==> src/rtl/spi_reg_pkg.sv <==
// Shared definitions for the SPI register slave: FSM states, command layout
// and the register map.
package spi_reg_pkg;

  typedef enum logic [1:0] {
    ST_IDLE = 2'd0,
    ST_CMD  = 2'd1,
    ST_DATA = 2'd2
  } state_t;

  localparam int         CMD_RW_BIT  = 7;
  localparam logic [2:0] ADDR_STATUS = 3'd6;
  localparam logic [2:0] ADDR_ID     = 3'd7;
  localparam int         NUM_RW_REGS = 6;

endpackage

==> src/rtl/spi_sync.sv <==
// Brings sck/ss/mosi into the clk domain and turns sck/ss transitions into
// single-cycle event pulses.
module spi_sync #(
  parameter int SYNC_STAGES = 2
) (
  input  logic clk,
  input  logic sck,
  input  logic ss,
  input  logic mosi,
  output logic ss_sync,
  output logic mosi_sync,
  output logic sck_rise,
  output logic sck_fall,
  output logic ss_rise,
  output logic ss_fall
);

  logic [SYNC_STAGES-1:0] sck_pipe_r;
  logic [SYNC_STAGES-1:0] ss_pipe_r;
  logic [SYNC_STAGES-1:0] mosi_pipe_r;
  logic                   sck_prev_r;
  logic                   ss_prev_r;

  // Synchronizer chains run freely through reset, so a select held high
  // across a reset never appears as a fresh ss rise.
  always_ff @(posedge clk) begin
    sck_pipe_r  <= {sck_pipe_r[SYNC_STAGES-2:0], sck};
    ss_pipe_r   <= {ss_pipe_r[SYNC_STAGES-2:0], ss};
    mosi_pipe_r <= {mosi_pipe_r[SYNC_STAGES-2:0], mosi};
    sck_prev_r  <= sck_pipe_r[SYNC_STAGES-1];
    ss_prev_r   <= ss_pipe_r[SYNC_STAGES-1];
  end

  assign ss_sync   = ss_pipe_r[SYNC_STAGES-1];
  assign mosi_sync = mosi_pipe_r[SYNC_STAGES-1];
  assign sck_rise  = sck_pipe_r[SYNC_STAGES-1] & ~sck_prev_r;
  assign sck_fall  = ~sck_pipe_r[SYNC_STAGES-1] & sck_prev_r;
  assign ss_rise   = ss_pipe_r[SYNC_STAGES-1] & ~ss_prev_r;
  assign ss_fall   = ~ss_pipe_r[SYNC_STAGES-1] & ss_prev_r;

endmodule

==> src/rtl/spi_reg_slave.sv <==
// SPI mode-0 slave exposing six R/W byte registers, a write counter and an ID
// byte. Everything runs on clk; sck is only oversampled.
module spi_reg_slave
  import spi_reg_pkg::*;
#(
  parameter int                DATA_W      = 8,
  parameter int                ADDR_W      = 3,
  parameter int                SYNC_STAGES = 2,
  parameter logic [DATA_W-1:0] ID_VALUE    = 8'hA5
) (
  input  logic                          clk,
  input  logic                          rst,
  input  logic                          sck,
  input  logic                          ss,
  input  logic                          mosi,
  output logic                          miso,
  output logic [NUM_RW_REGS*DATA_W-1:0] regs_out,
  output logic                          wr_pulse,
  output logic [ADDR_W-1:0]             wr_addr,
  output logic                          busy
);

  logic ss_sync_s, mosi_sync_s;
  logic sck_rise_s, sck_fall_s, ss_rise_s, ss_fall_s;

  state_t                               state_r, state_nxt_s;
  logic [2:0]                           bit_cnt_r;
  logic [DATA_W-2:0]                    rx_sr_r;
  logic [DATA_W-1:0]                    tx_sr_r;
  logic                                 tx_hold_r;
  logic                                 rw_r;
  logic [ADDR_W-1:0]                    addr_r;
  logic [NUM_RW_REGS-1:0][DATA_W-1:0]   regs_r;
  logic [DATA_W-1:0]                    wr_cnt_r;
  logic                                 wr_pulse_r;
  logic [ADDR_W-1:0]                    wr_addr_r;
  logic                                 busy_r;

  logic [DATA_W-1:0] rx_byte_s;
  logic              byte_done_s;
  logic [ADDR_W-1:0] rd_addr_s;
  logic [DATA_W-1:0] rd_data_s;

  spi_sync #(
    .SYNC_STAGES (SYNC_STAGES)
  ) u_sync (
    .clk       (clk),
    .sck       (sck),
    .ss        (ss),
    .mosi      (mosi),
    .ss_sync   (ss_sync_s),
    .mosi_sync (mosi_sync_s),
    .sck_rise  (sck_rise_s),
    .sck_fall  (sck_fall_s),
    .ss_rise   (ss_rise_s),
    .ss_fall   (ss_fall_s)
  );

  // The byte completing on this rise includes the bit being sampled now.
  assign rx_byte_s = {rx_sr_r, mosi_sync_s};

  // Next-state logic; an ss fall always wins over a completing byte.
  always_comb begin
    state_nxt_s = state_r;
    byte_done_s = 1'b0;
    case (state_r)
      ST_IDLE: begin
        if (ss_rise_s) begin
          state_nxt_s = ST_CMD;
        end else begin
          state_nxt_s = ST_IDLE;
        end
      end
      ST_CMD: begin
        if (ss_fall_s) begin
          state_nxt_s = ST_IDLE;
        end else if (sck_rise_s && (bit_cnt_r == 3'd7)) begin
          state_nxt_s = ST_DATA;
          byte_done_s = 1'b1;
        end else begin
          state_nxt_s = ST_CMD;
        end
      end
      ST_DATA: begin
        if (ss_fall_s) begin
          state_nxt_s = ST_IDLE;
        end else if (sck_rise_s && (bit_cnt_r == 3'd7)) begin
          state_nxt_s = ST_DATA;
          byte_done_s = 1'b1;
        end else begin
          state_nxt_s = ST_DATA;
        end
      end
      default: begin
        state_nxt_s = ST_IDLE;
      end
    endcase
  end

  // Read source: the command address itself, then the following address in a burst.
  always_comb begin
    if (state_r == ST_CMD) begin
      rd_addr_s = rx_byte_s[ADDR_W-1:0];
    end else begin
      rd_addr_s = addr_r + ADDR_W'(1);
    end
  end

  // Register map read mux.
  always_comb begin
    rd_data_s = '0;
    if (rd_addr_s < ADDR_STATUS) begin
      rd_data_s = regs_r[rd_addr_s];
    end else if (rd_addr_s == ADDR_STATUS) begin
      rd_data_s = wr_cnt_r;
    end else if (rd_addr_s == ADDR_ID) begin
      rd_data_s = ID_VALUE;
    end else begin
      rd_data_s = '0;
    end
  end

  // FSM state, shift registers, register bank and strobes.
  always_ff @(posedge clk) begin
    if (rst) begin
      state_r    <= ST_IDLE;
      bit_cnt_r  <= 3'd0;
      rx_sr_r    <= '0;
      tx_sr_r    <= '0;
      tx_hold_r  <= 1'b0;
      rw_r       <= 1'b0;
      addr_r     <= '0;
      regs_r     <= '0;
      wr_cnt_r   <= '0;
      wr_pulse_r <= 1'b0;
      wr_addr_r  <= '0;
      busy_r     <= 1'b0;
    end else begin
      state_r    <= state_nxt_s;
      busy_r     <= (state_nxt_s != ST_IDLE);
      wr_pulse_r <= 1'b0;
      if ((state_r == ST_IDLE) || ss_fall_s) begin
        bit_cnt_r <= 3'd0;
        tx_sr_r   <= '0;
        tx_hold_r <= 1'b0;
      end else begin
        if (sck_rise_s) begin
          rx_sr_r   <= rx_byte_s[DATA_W-2:0];
          bit_cnt_r <= bit_cnt_r + 3'd1;
        end
        if (byte_done_s) begin
          if (state_r == ST_CMD) begin
            rw_r   <= rx_byte_s[CMD_RW_BIT];
            addr_r <= rx_byte_s[ADDR_W-1:0];
            if (rx_byte_s[CMD_RW_BIT]) begin
              tx_sr_r <= '0;
            end else begin
              tx_sr_r   <= rd_data_s;
              tx_hold_r <= 1'b1;
            end
          end else begin
            if (rw_r) begin
              tx_sr_r <= '0;
              if (addr_r < ADDR_STATUS) begin
                regs_r[addr_r] <= rx_byte_s;
                wr_pulse_r     <= 1'b1;
                wr_addr_r      <= addr_r;
                wr_cnt_r       <= wr_cnt_r + DATA_W'(1);
              end
            end else begin
              tx_sr_r   <= rd_data_s;
              tx_hold_r <= 1'b1;
            end
            addr_r <= addr_r + ADDR_W'(1);
          end
        end else if (sck_fall_s && (state_r == ST_DATA)) begin
          // The first fall after a load only presents bit 7; later falls shift.
          if (tx_hold_r) begin
            tx_hold_r <= 1'b0;
          end else begin
            tx_sr_r <= {tx_sr_r[DATA_W-2:0], 1'b0};
          end
        end
      end
    end
  end

  assign miso     = tx_sr_r[DATA_W-1] & ss_sync_s;
  assign regs_out = regs_r;
  assign wr_pulse = wr_pulse_r;
  assign wr_addr  = wr_addr_r;
  assign busy     = busy_r;

endmodule

==> config.mk <==
export PLATFORM = sky130hd
export DESIGN_NAME = spi_reg_slave
export DESIGN_NICKNAME = d
export VERILOG_FILES = /design/src/rtl/spi_reg_pkg.sv /design/src/rtl/spi_sync.sv /design/src/rtl/spi_reg_slave.sv
export SDC_FILE = /design/constraint.sdc
export NUM_CORES = 1
export LEC_CHECK = 0
export ABC_AREA = 1
export ABC_CLOCK_PERIOD_IN_PS = 2150
export CAP_MARGIN = 20
export CORE_ASPECT_RATIO = 1.25
export CORE_MARGIN = 4
export CORE_UTILIZATION = 54
export CTS_CLUSTER_DIAMETER = 80
export DETAILED_ROUTE_END_ITERATION = 10
export PLACE_DENSITY_LB_ADDON = 0.05
export SETUP_SLACK_MARGIN = 0.15
export SLEW_MARGIN = 20
export SYNTH_ARGS = -nofsm -noshare
export SYNTH_HDL_FRONTEND = slang
export SYNTH_SLANG_ARGS = --single-unit
==> constraint.sdc <==
create_clock -name clk -period 2.15 [get_ports clk]
set_clock_uncertainty 0.05 [all_clocks]
set_input_delay 0.43 -clock clk [delete_from_list [all_inputs] [get_ports clk]]
set_output_delay 0.43 -clock clk [all_outputs]
set_load 0.02 [all_outputs]
=== Word-level counts from Yosys, hierarchy flattened ===
Cells that the tools add are included.
Widths: inputs -> output; s select.

* Add/subtract/negate cells: 3
* $mul: 0
* Divide/modulo/power cells: 0
* Magnitude comparators: 5
* Equal/unequal tests: 8
* Shift-type cells: 0
* Multiplexer cells: 29
* Bitwise logic cells: 13
* Reduce and logical (&&, ||, !) cells: 16

{| class="wikitable"
|+ Operator list
! cell !! count
|-
| $mux 8 || 11
|-
| $bwmux 48 || 1
|-
| $bmux 8 s3 || 1
|-
| $demux 8 s3 || 1
|-
| $mux 1 || 10
|-
| $eq 3x3->1 const B || 3
|-
| $add 8x1->8 const B || 1
|-
| $lt 3x4->1 const B || 2
|-
| $not 1->1 || 8
|-
| $add 3x1->3 const B || 2
|-
| $lt 3x3->1 const B || 2
|-
| $mux 2 || 3
|-
| $pmux 2 s3 || 1
|-
| $reduce_and 2->1 || 3
|-
| $reduce_and 3->1 || 2
|-
| $and 1x1->1 || 5
|-
| $reduce_and 5->1 || 1
|-
| $reduce_or 5->1 || 1
|-
| $reduce_bool 2->1 || 2
|-
| $reduce_or 2->1 || 2
|-
| $ge 3x1->1 const B || 1
|-
| $logic_and 1x1->1 || 3
|-
| $mux 3 || 1
|-
| $ne 3x2->1 const B || 1
|-
| 6 further kinds || 6
|}

* Register bits after elaboration: 94
* Bits in latches: 0
* RAM bits: 0
* Memory bits (read-only): 0
* Input port bits: 5
* Output and inout port bits: 54
* Logic and storage cells: 96
* Memories: 0

=== Longest topological paths before layout ===
Gate-level depths: netlist (run 1).

* Word-level depth: 9
* Gate-level depth with buffers: 12
* Mapped depth without buffers: 11

=== By module ===
A second synthesis (run 1) with hierarchy kept.

* Cells, all modules: 604
* Area total of the unflattened synthesis: 4369.2 µm²

{| class="wikitable"
|+ By module, submodules not included
! module !! instances !! cells an instance !! area an instance (µm²) !! sequential area each (µm²)
|-
| spi_reg_slave || 1 || 588 || 4179.0 || 1721.7
|-
| spi_sync || 1 || 16 || 190.2 || 160.2
|}

=== Worst setup path after synthesis (run 1) ===
OpenSTA, ideal clock, no wires.

* Path type: register -> register
* From: register state_r[1]
* To: register wr_addr_r[2], in the netlist wr_addr[2]
* Setup time: 0.116 ns
* Data arrival time: 1.521 ns
* Data required time: 1.984 ns
* Setup slack: 0.463 ns
* Stages on the path, launching flop included: 10
* Buffers on the path: 1
* Period minus slack after synthesis: 1.687 ns
* Cell sequence: dfxtp_1 -> inv_1 -> ha_1 -> inv_2 -> nand2_2 -> a211oi_4 -> nand2_2 -> clkbuf_1 -> o21ai_0 -> nor2_1

* Longest elaborated chain between the ends: 4
* Elaborated cells between the ends (all ways): 9
* Those cells by class: 2 x eq/ne; 1 x mux; 2 x bitwise; 4 x reduce/logical

{| class="wikitable"
|+ RTL lines
! what !! RTL line !! RTL
|-
| start: declaration || spi_reg_slave.sv:26 || <nowiki>state_t state_r, state_nxt_s;</nowiki>
|-
| start signal: assignment || spi_reg_slave.sv:139 || <nowiki>state_r <= state_nxt_s;</nowiki>
|-
| $eq 2x1->1 (tied with other cells) || spi_reg_slave.sv:66, spi_reg_slave.sv:152 ||
|-
| $reduce_or 2->1 (no line) / $logic_or 1x1->1 (equally long branches) || n/a ||
|-
| $mux 1 / $not 1->1 (equally long branches) || n/a ||
|-
| $reduce_and 5->1 (no line) * || n/a ||
|-
| end signal: assignment || spi_reg_slave.sv:167 || <nowiki>wr_addr_r <= addr_r;</nowiki>
|-
| end: declaration || spi_reg_slave.sv:36 || <nowiki>logic [ADDR_W-1:0] wr_addr_r;</nowiki>
|}

Mark *: on every way between the ends. The rest lies on a longest branch, timed or not.
A chain may end at the register's enable or synchronous reset.

=== Worst setup path in the final report (run 1) ===
* From: register regs_r, in the netlist regs_out[29]
* To: output regs_out[29]

{| class="wikitable"
|+ RTL lines
! what !! RTL line !! RTL
|-
| start: declaration || spi_reg_slave.sv:33 || <nowiki>logic [NUM_RW_REGS-1:0][DATA_W-1:0] regs_r;</nowiki>
|-
| start signal: indexed assignment || spi_reg_slave.sv:165 || <nowiki>regs_r[addr_r] <= rx_byte_s;</nowiki>
|-
| end: declaration || spi_reg_slave.sv:17 || <nowiki>output logic [NUM_RW_REGS*DATA_W-1:0] regs_out,</nowiki>
|}

No word-level cell between the ends.

==> impl_metrics.env, run 1 <==
export IMPL_routed_wl_mm=13.5
export IMPL_fin_crit_sh_pct=88.9
export IMPL_drt_pre_antenna_iters=6
export IMPL_hp_class="flop to flop"
export IMPL_finalHoldViolCount=0
export IMPL_die_area_um2=9920
export IMPL_relSlewSlack_pct=54.7
export IMPL_timing_hold_ws_ns=0.281
export IMPL_h_tree_depth=3
export IMPL_power_leakage_nw=2.05
export IMPL_design_area_um2=5570
export IMPL_cts_tree="yes"
export IMPL_max_clock_path_buffers=2
export IMPL_die_x_um=89.9
export IMPL_crit_path_start_kind="flop"
export IMPL_wire_per_inst_um=17.2
export IMPL_rows=37
export IMPL_synthesis_nets=637
export IMPL_initialDrtViolationCount=428
export IMPL_cp_top_family="buffers and inverters"
export IMPL_grt_pass1_wl_mm=21.2
export IMPL_finalMaxSlewViolations=0
export IMPL_crit_reg2reg_capture="tx_sr_r[6]"
export IMPL_required_ns=1.67
export IMPL_fmax_mhz=523
export IMPL_run_status="complete, no violations"
export IMPL_synthCells=623
export IMPL_r2r_worst_path_cells=11
export IMPL_area_growth_pct=23.1
export IMPL_crit_type="flop to output port"
export IMPL_grt_max_degree=47
export IMPL_pin_count=59
export IMPL_avgSynthCellArea_um2=7.27
export IMPL_fin_setup_tns_ns=0
export IMPL_slowest_delay_ns=0.64
export IMPL_ant_nets=0
export IMPL_start_util_pct=55.2
export IMPL_crit_arrival_ns=1.43
export IMPL_port_buffers=58
export IMPL_nets=697
export IMPL_cp_slowest_cell="clkdlybuf4s50_1"
export IMPL_crit_chain="clkdlybuf4s50_1"
export IMPL_yosysWarnings=0
export IMPL_syn_area_um2=4530
export IMPL_die_h_um=110
export IMPL_diodes=0
export IMPL_rsz0062_at_grt="false"
export IMPL_clock_sinks=94
export IMPL_dpl_hpwl_mm=9.06
export IMPL_placed_area_um2=5150
export IMPL_crit_path_end="regs_out[29]"
export IMPL_first_global_vias=4203
export IMPL_maxCapViolCount=0
export IMPL_ys_ff_latch=94
export IMPL_clk_latency_ns=0.37
export IMPL_end_kind="output port"
export IMPL_clock_tree_root_cell="clkbuf_8"
export IMPL_drc=0
export IMPL_mostFrequentLayoutCells="nand2_1 (154), dfxtp_1 (92), a21oi_1 (73)"
export IMPL_antenna_found_initial=0
export IMPL_cts_buffers=9
export IMPL_p_per_area_nw_per_um2=603
export IMPL_critical_path_depth=1
export IMPL_drive_above_1_share_pct=12.4
export IMPL_place_gp_congestion=0.990
export IMPL_grt_total_usage_pct=27.0
export IMPL_setup_viol=0
export IMPL_rr_startpoint="state_r[1]"
export IMPL_crit_start="regs_out[29]"
export IMPL_path_clk_slew_ns=0.09
export IMPL_min_period_ns=1.91
export IMPL_critPathMaxFanout=3
export IMPL_r2r_setup_slack_ns=0.27
export IMPL_overflow=0
export IMPL_vdd_ir_drop_max_uv=437
export IMPL_max_slew_worst_pin_slew_ns=0.676
export IMPL_final_common_cell="nand2_1"
export IMPL_viasPerCell=5.79
export IMPL_yosysSeqAreaShare_pct=41.6
export IMPL_path_buf_inv=1
export IMPL_num_vias=4548
export IMPL_post_synth_num_cell_types=29
export IMPL_coreArea_um2=8190
[power breakdown]
group | leakage [nW] | switching (mW) | internal (mW)
Sequential | 0.761 | 0.0147 | 1.75
Combinational | 1.18 | 0.128 | 0.0548
Clock | 0.112 | 0.639 | 0.771
[through the flow]
step                power (mW)  setup slack (ns)  std cells  utilization, %
floorplan                 1.93             0.463        623               -
global placement          1.98             0.184        759            62.9
detailed placement        1.98             0.155        759            62.9
CTS                       3.36             0.160        776            66.2
global route              3.48             0.144        785            68.0
finish                    3.36             0.240        785            68.0
[sequential cells by signal (all words and copies together) (netlist names)]
register / count
addr_r: 3
u_sync.ss_prev_r: 1
busy: 1
bit_cnt_r: 3
wr_addr: 3
u_sync.ss_pipe_r: 2
rx_sr_r: 7
u_sync.mosi_pipe_r: 2
wr_pulse: 1
state_r: 2
u_sync.sck_pipe_r: 2
u_sync.sck_prev_r: 1
regs_out: 48
tx_hold_r: 1
rw_r: 1
wr_cnt_r: 8
tx_sr_r: 8
[synth_stat cells]
| master | n | share of area (%) |
|---|---|---|
| a211oi_1 | 2 | 0.33 |
| nand2_4 | 3 | 0.75 |
| buf_2 | 6 | 0.66 |
| nor2_4 | 2 | 0.50 |
| nor3_1 | 2 | 0.22 |
| nand2_1 | 154 | 13 |
| o31ai_1 | 1 | 0.17 |
| nand3_2 | 6 | 1.3 |
| a211oi_4 | 1 | 0.44 |
| inv_1 | 30 | 2.5 |
| o211ai_1 | 1 | 0.17 |
| o21ai_0 | 31 | 3.4 |
| clkbuf_1 | 17 | 1.4 |
| nand4_1 | 44 | 6.1 |
| dfxtp_1 | 94 | 42 |
| or2_4 | 1 | 0.19 |
| or2_2 | 1 | 0.14 |
| ha_1 | 9 | 2.5 |
| o21ai_2 | 1 | 0.19 |
| inv_2 | 11 | 0.91 |
| buf_6 | 8 | 2.0 |
| nor2_2 | 3 | 0.41 |
| xor2_1 | 6 | 1.2 |
| buf_4 | 7 | 1.2 |
| xnor2_1 | 1 | 0.19 |
| a21oi_1 | 73 | 8.1 |
| nor2_1 | 49 | 4.1 |
| nand3_1 | 52 | 5.7 |
| nand2_2 | 7 | 0.97 |
[area by class of cell]
cell class,instances,area [µm²]
clock buffer,10,128
clock inverter,6,110
fill,748,2620
inverter,41,159
multi-input combinational,450,2270
sequential,94,1880
tap,97,121
timing repair buffer,87,897
[repair_timing]
item / 4_1_cts / 5_1_grt
buffers inserted: 0 / 6
setup endpoints to repair: 40 / 69
hold buffers: 0 / 0
resized for setup: 1 / 12
pin swaps: 1 / 3
cloned: 1 / 3
[how the worst min path moves through the flow]
stage                           from                    end  slack (ns)  cells after the start
5_1_grt        u_sync.mosi_pipe_r[0]  u_sync.mosi_pipe_r[1]        0.31                      0
6_report        u_sync.sck_pipe_r[0]   u_sync.sck_pipe_r[1]        0.28                      0
3_3_place_gp   u_sync.mosi_pipe_r[0]  u_sync.mosi_pipe_r[1]        0.26                      0
2_1_floorplan  u_sync.mosi_pipe_r[0]  u_sync.mosi_pipe_r[1]        0.26                      0
4_1_cts         u_sync.sck_pipe_r[0]   u_sync.sck_pipe_r[1]        0.28                      0
3_5_place_dp   u_sync.mosi_pipe_r[0]  u_sync.mosi_pipe_r[1]        0.26                      0
[worst register-to-register path, cell delays in order (launching register included)]
cell and delay (ns):
dfxtp_2 0.34, inv_1 0.09, ha_2 0.23, inv_2 0.06
buf_4 0.15, or2_4 0.26, nand2_4 0.18, inv_2 0.08
nand2_1 0.06, nand3_1 0.10, nand2_1 0.11, a21oi_1 0.06
[kinds of logic after synthesis]
kind of cell,Yosys count,synth area share (%)
AND/OR/NAND/NOR,324,33.2
AO/OA/AOI/OAI,110,12.8
XOR/XNOR,7,1.35
buffers and inverters,79,8.62
flip-flops,94,41.6
adder cells (fa/ha/maj),9,2.49
[per-layer routing]
layer  part of all wire (%)  global-route usage, %
met5                      0                      0
met4                    3.4                   14.1
met3                    6.6                   3.94
met2                     48                   45.1
met1                     42                   34.2
No activity file was read; power rests on OpenSTA's default activity.
==> run 2: changes to the inputs <==
CORE_UTILIZATION = 50   (was 54)
==> run 2 against run 1 <==
Die area is 7.3% higher; first-iteration DRC count is 21% lower; sequential share of layout area fell by 0.11 points; final area up 0.31%; count of clock-buffer cells in the layout is 1 lower; largest cell class unchanged.
==> impl_metrics.env, run 2 (same netlist as run 1, synthesis figures left out) <==
export IMPL_h_tree_depth=3
export IMPL_timing_hold_ws_ns=0.289
export IMPL_power_leakage_nw=2.00
export IMPL_r2r_worst_path_cells=8
export IMPL_grt_total_usage_pct=27.2
export IMPL_setup_viol=0
export IMPL_start_util_pct=51.7
export IMPL_power_internal_mw=2.48
export IMPL_clock_tree_root_cell="clkbuf_8"
export IMPL_swShare_pct=25.3
export IMPL_cts_tree="yes"
export IMPL_dpl_cell_count=779
export IMPL_vdd_ir_drop_max_uv=424
export IMPL_p_comb_share_pct=5.6
export IMPL_critPathMaxFanout=11
export IMPL_max_clock_path_buffers=2
export IMPL_clock_sinks=94
export IMPL_multiInputGateArea_um2=2350
export IMPL_diodes=0
export IMPL_drive_above_1_share_pct=12.4
export IMPL_overflow=0
export IMPL_cp_slowest_cell="dfxtp_1"
export IMPL_seq_area_um2=1880
export IMPL_fmax_mhz=516
export IMPL_power_total_mw=3.32
export IMPL_dpl_hpwl_mm=9.67
export IMPL_initialDrtViolationCount=340
export IMPL_placed_area_um2=5150
export IMPL_die_area_um2=10600
export IMPL_drt_pre_antenna_iters=5
export IMPL_rr_startpoint="rx_sr_r[0]"
export IMPL_place_gp_congestion=0.980
export IMPL_hold_depth=0
export IMPL_crit_start="rx_sr_r[0]"
export IMPL_drc=0
export IMPL_design_area_um2=5590
export IMPL_end_kind="flop"
export IMPL_r2r_setup_slack_ns=0.21
export IMPL_area_growth_pct=23.5
export IMPL_nFillCells=838
export IMPL_ant_nets=0
export IMPL_die_x_um=93.1
export IMPL_routed_wl_mm=14.0
export IMPL_mostFrequentLayoutCells="nand2_1 (153), dfxtp_1 (92), a21oi_1 (71)"
export IMPL_largest_register_ffs=48
export IMPL_crit_reg2reg_capture="tx_sr_r[4]"
export IMPL_maxCapViolCount=0
export IMPL_hp_class="flop to flop"
export IMPL_crit_arrival_ns=2.17
export IMPL_grt_max_degree=36
export IMPL_required_ns=2.38
export IMPL_power_frac_clock_pct=41.0
export IMPL_num_vias=4500
export IMPL_finalHoldViolCount=0
export IMPL_final_common_cell="nand2_1"
export IMPL_crit_chain="nand2_1 -> o21ai_0 -> buf_4 -> nand3_1 -> nor2_1 -> nor2_1 -> nand2_1 -> a21oi_1"
export IMPL_pin_count=59
export IMPL_power_frac_seq_pct=53.4
export IMPL_slowest_delay_ns=0.77
export IMPL_coreArea_um2=8750
export IMPL_clk_latency_ns=0.39
export IMPL_die_h_um=114
export IMPL_relSlewSlack_pct=52.7
export IMPL_cts_buffers=9
export IMPL_rsz0062_at_grt="true"
export IMPL_p_per_area_nw_per_um2=594
export IMPL_antenna_found_initial=0
export IMPL_crit_path_start_kind="flop"
export IMPL_crit_type="flop to flop"
export IMPL_wire_per_inst_um=17.5
export IMPL_first_global_vias=4331
export IMPL_min_period_ns=1.94
export IMPL_cts_hold_buf=0
export IMPL_fin_setup_tns_ns=0
export IMPL_hold_start="u_sync.sck_pipe_r[0]"
export IMPL_finalMaxSlewViolations=0
export IMPL_path_clk_slew_ns=0.09
export IMPL_fin_crit_sh_pct=90.2
export IMPL_run_status="complete, no violations"
export IMPL_hold_end="u_sync.sck_pipe_r[1]"
export IMPL_port_buffers=58
export IMPL_rows=38
export IMPL_viasPerCell=5.60
export IMPL_grt_pass1_wl_mm=22.7
export IMPL_max_slew_worst_pin_slew_ns=0.707
export IMPL_p_sw_mw=0.838
export IMPL_nets=692
export IMPL_fin_cells=803
-- run 2: cell types whose count changed in the layout (fill, tap and decap cells not counted), moves of 2 or more --
cell	delta
buf_4	-4
inv_6	+4
a21oi_2	+2
clkbuf_16	-2
a21oi_1	-2
nand3_2	-6
buf_6	+2
nand3_4	+6
-- run 2: worst max-delay path by stage --
stage                         to  slack, ns  depth (start not counted)
detailed placement  regs_out[18]       0.14                          9
floorplan             wr_addr[2]       0.46                          9
global placement    regs_out[22]       0.19                          9
global route        regs_out[24]       0.12                          9
CTS                  wr_cnt_r[0]       0.16                          9
finish                tx_sr_r[4]       0.21                          8
-- run 2: area by class of cell --
class / count / area share [%]
multi-input cells: 450 / 42.0
flip-flops and latches: 94 / 33.7
repair buffers: 82 / 14.7
inverters: 41 / 2.89
well taps: 120 / 2.69
clock buffers: 9 / 2.22
clock inverters: 7 / 1.84
-- run 2: worst max-delay path, delay by kind of cell (launching register included) --
kind	cells	cell delay [ns]
AND/OR/NAND/NOR	5	0.50
AO/OA/AOI/OAI	2	0.26
buffers and inverters	1	0.25
flip-flops	1	0.77
-- run 2: per-layer routing --
| layer | global-route usage [%] | vias up | share of wire, % |
|---|---|---|---|
| li1 | - | 2195 | - |
| met1 | 35.5 | 2111 | 43 |
| met2 | 44.5 | 158 | 48 |
| met3 | 3.29 | 36 | 5.4 |
| met4 | 13.0 | 0 | 3.4 |
| met5 | 0 | - | 0 |
-- run 2: metrics by stage --
stage,setup WS (ns),util (%)
2_1_floorplan,0.463,-
3_5_place_dp,0.142,58.9
6_report,0.211,63.9
5_1_grt,0.123,63.9
4_1_cts,0.156,61.8
3_3_place_gp,0.191,58.9
-- run 2: power groups by stage --
stage / registers [mW] / clock network, mW / logic [mW]
global route: 1.77 / 1.44 / 0.204
finish: 1.77 / 1.36 / 0.186
CTS: 1.77 / 1.37 / 0.168
floorplan: 1.80 / 0 / 0.131
global placement: 1.81 / 0 / 0.166
detailed placement: 1.81 / 0 / 0.167
-- run 2: timing repair --
item / in CTS / in global routing
pin swaps: 1 / 7
cloned: 1 / 1
endpoints found under the setup margin: 43 / 69
setup buffers: 0 / 6
gates resized for setup: 2 / 24
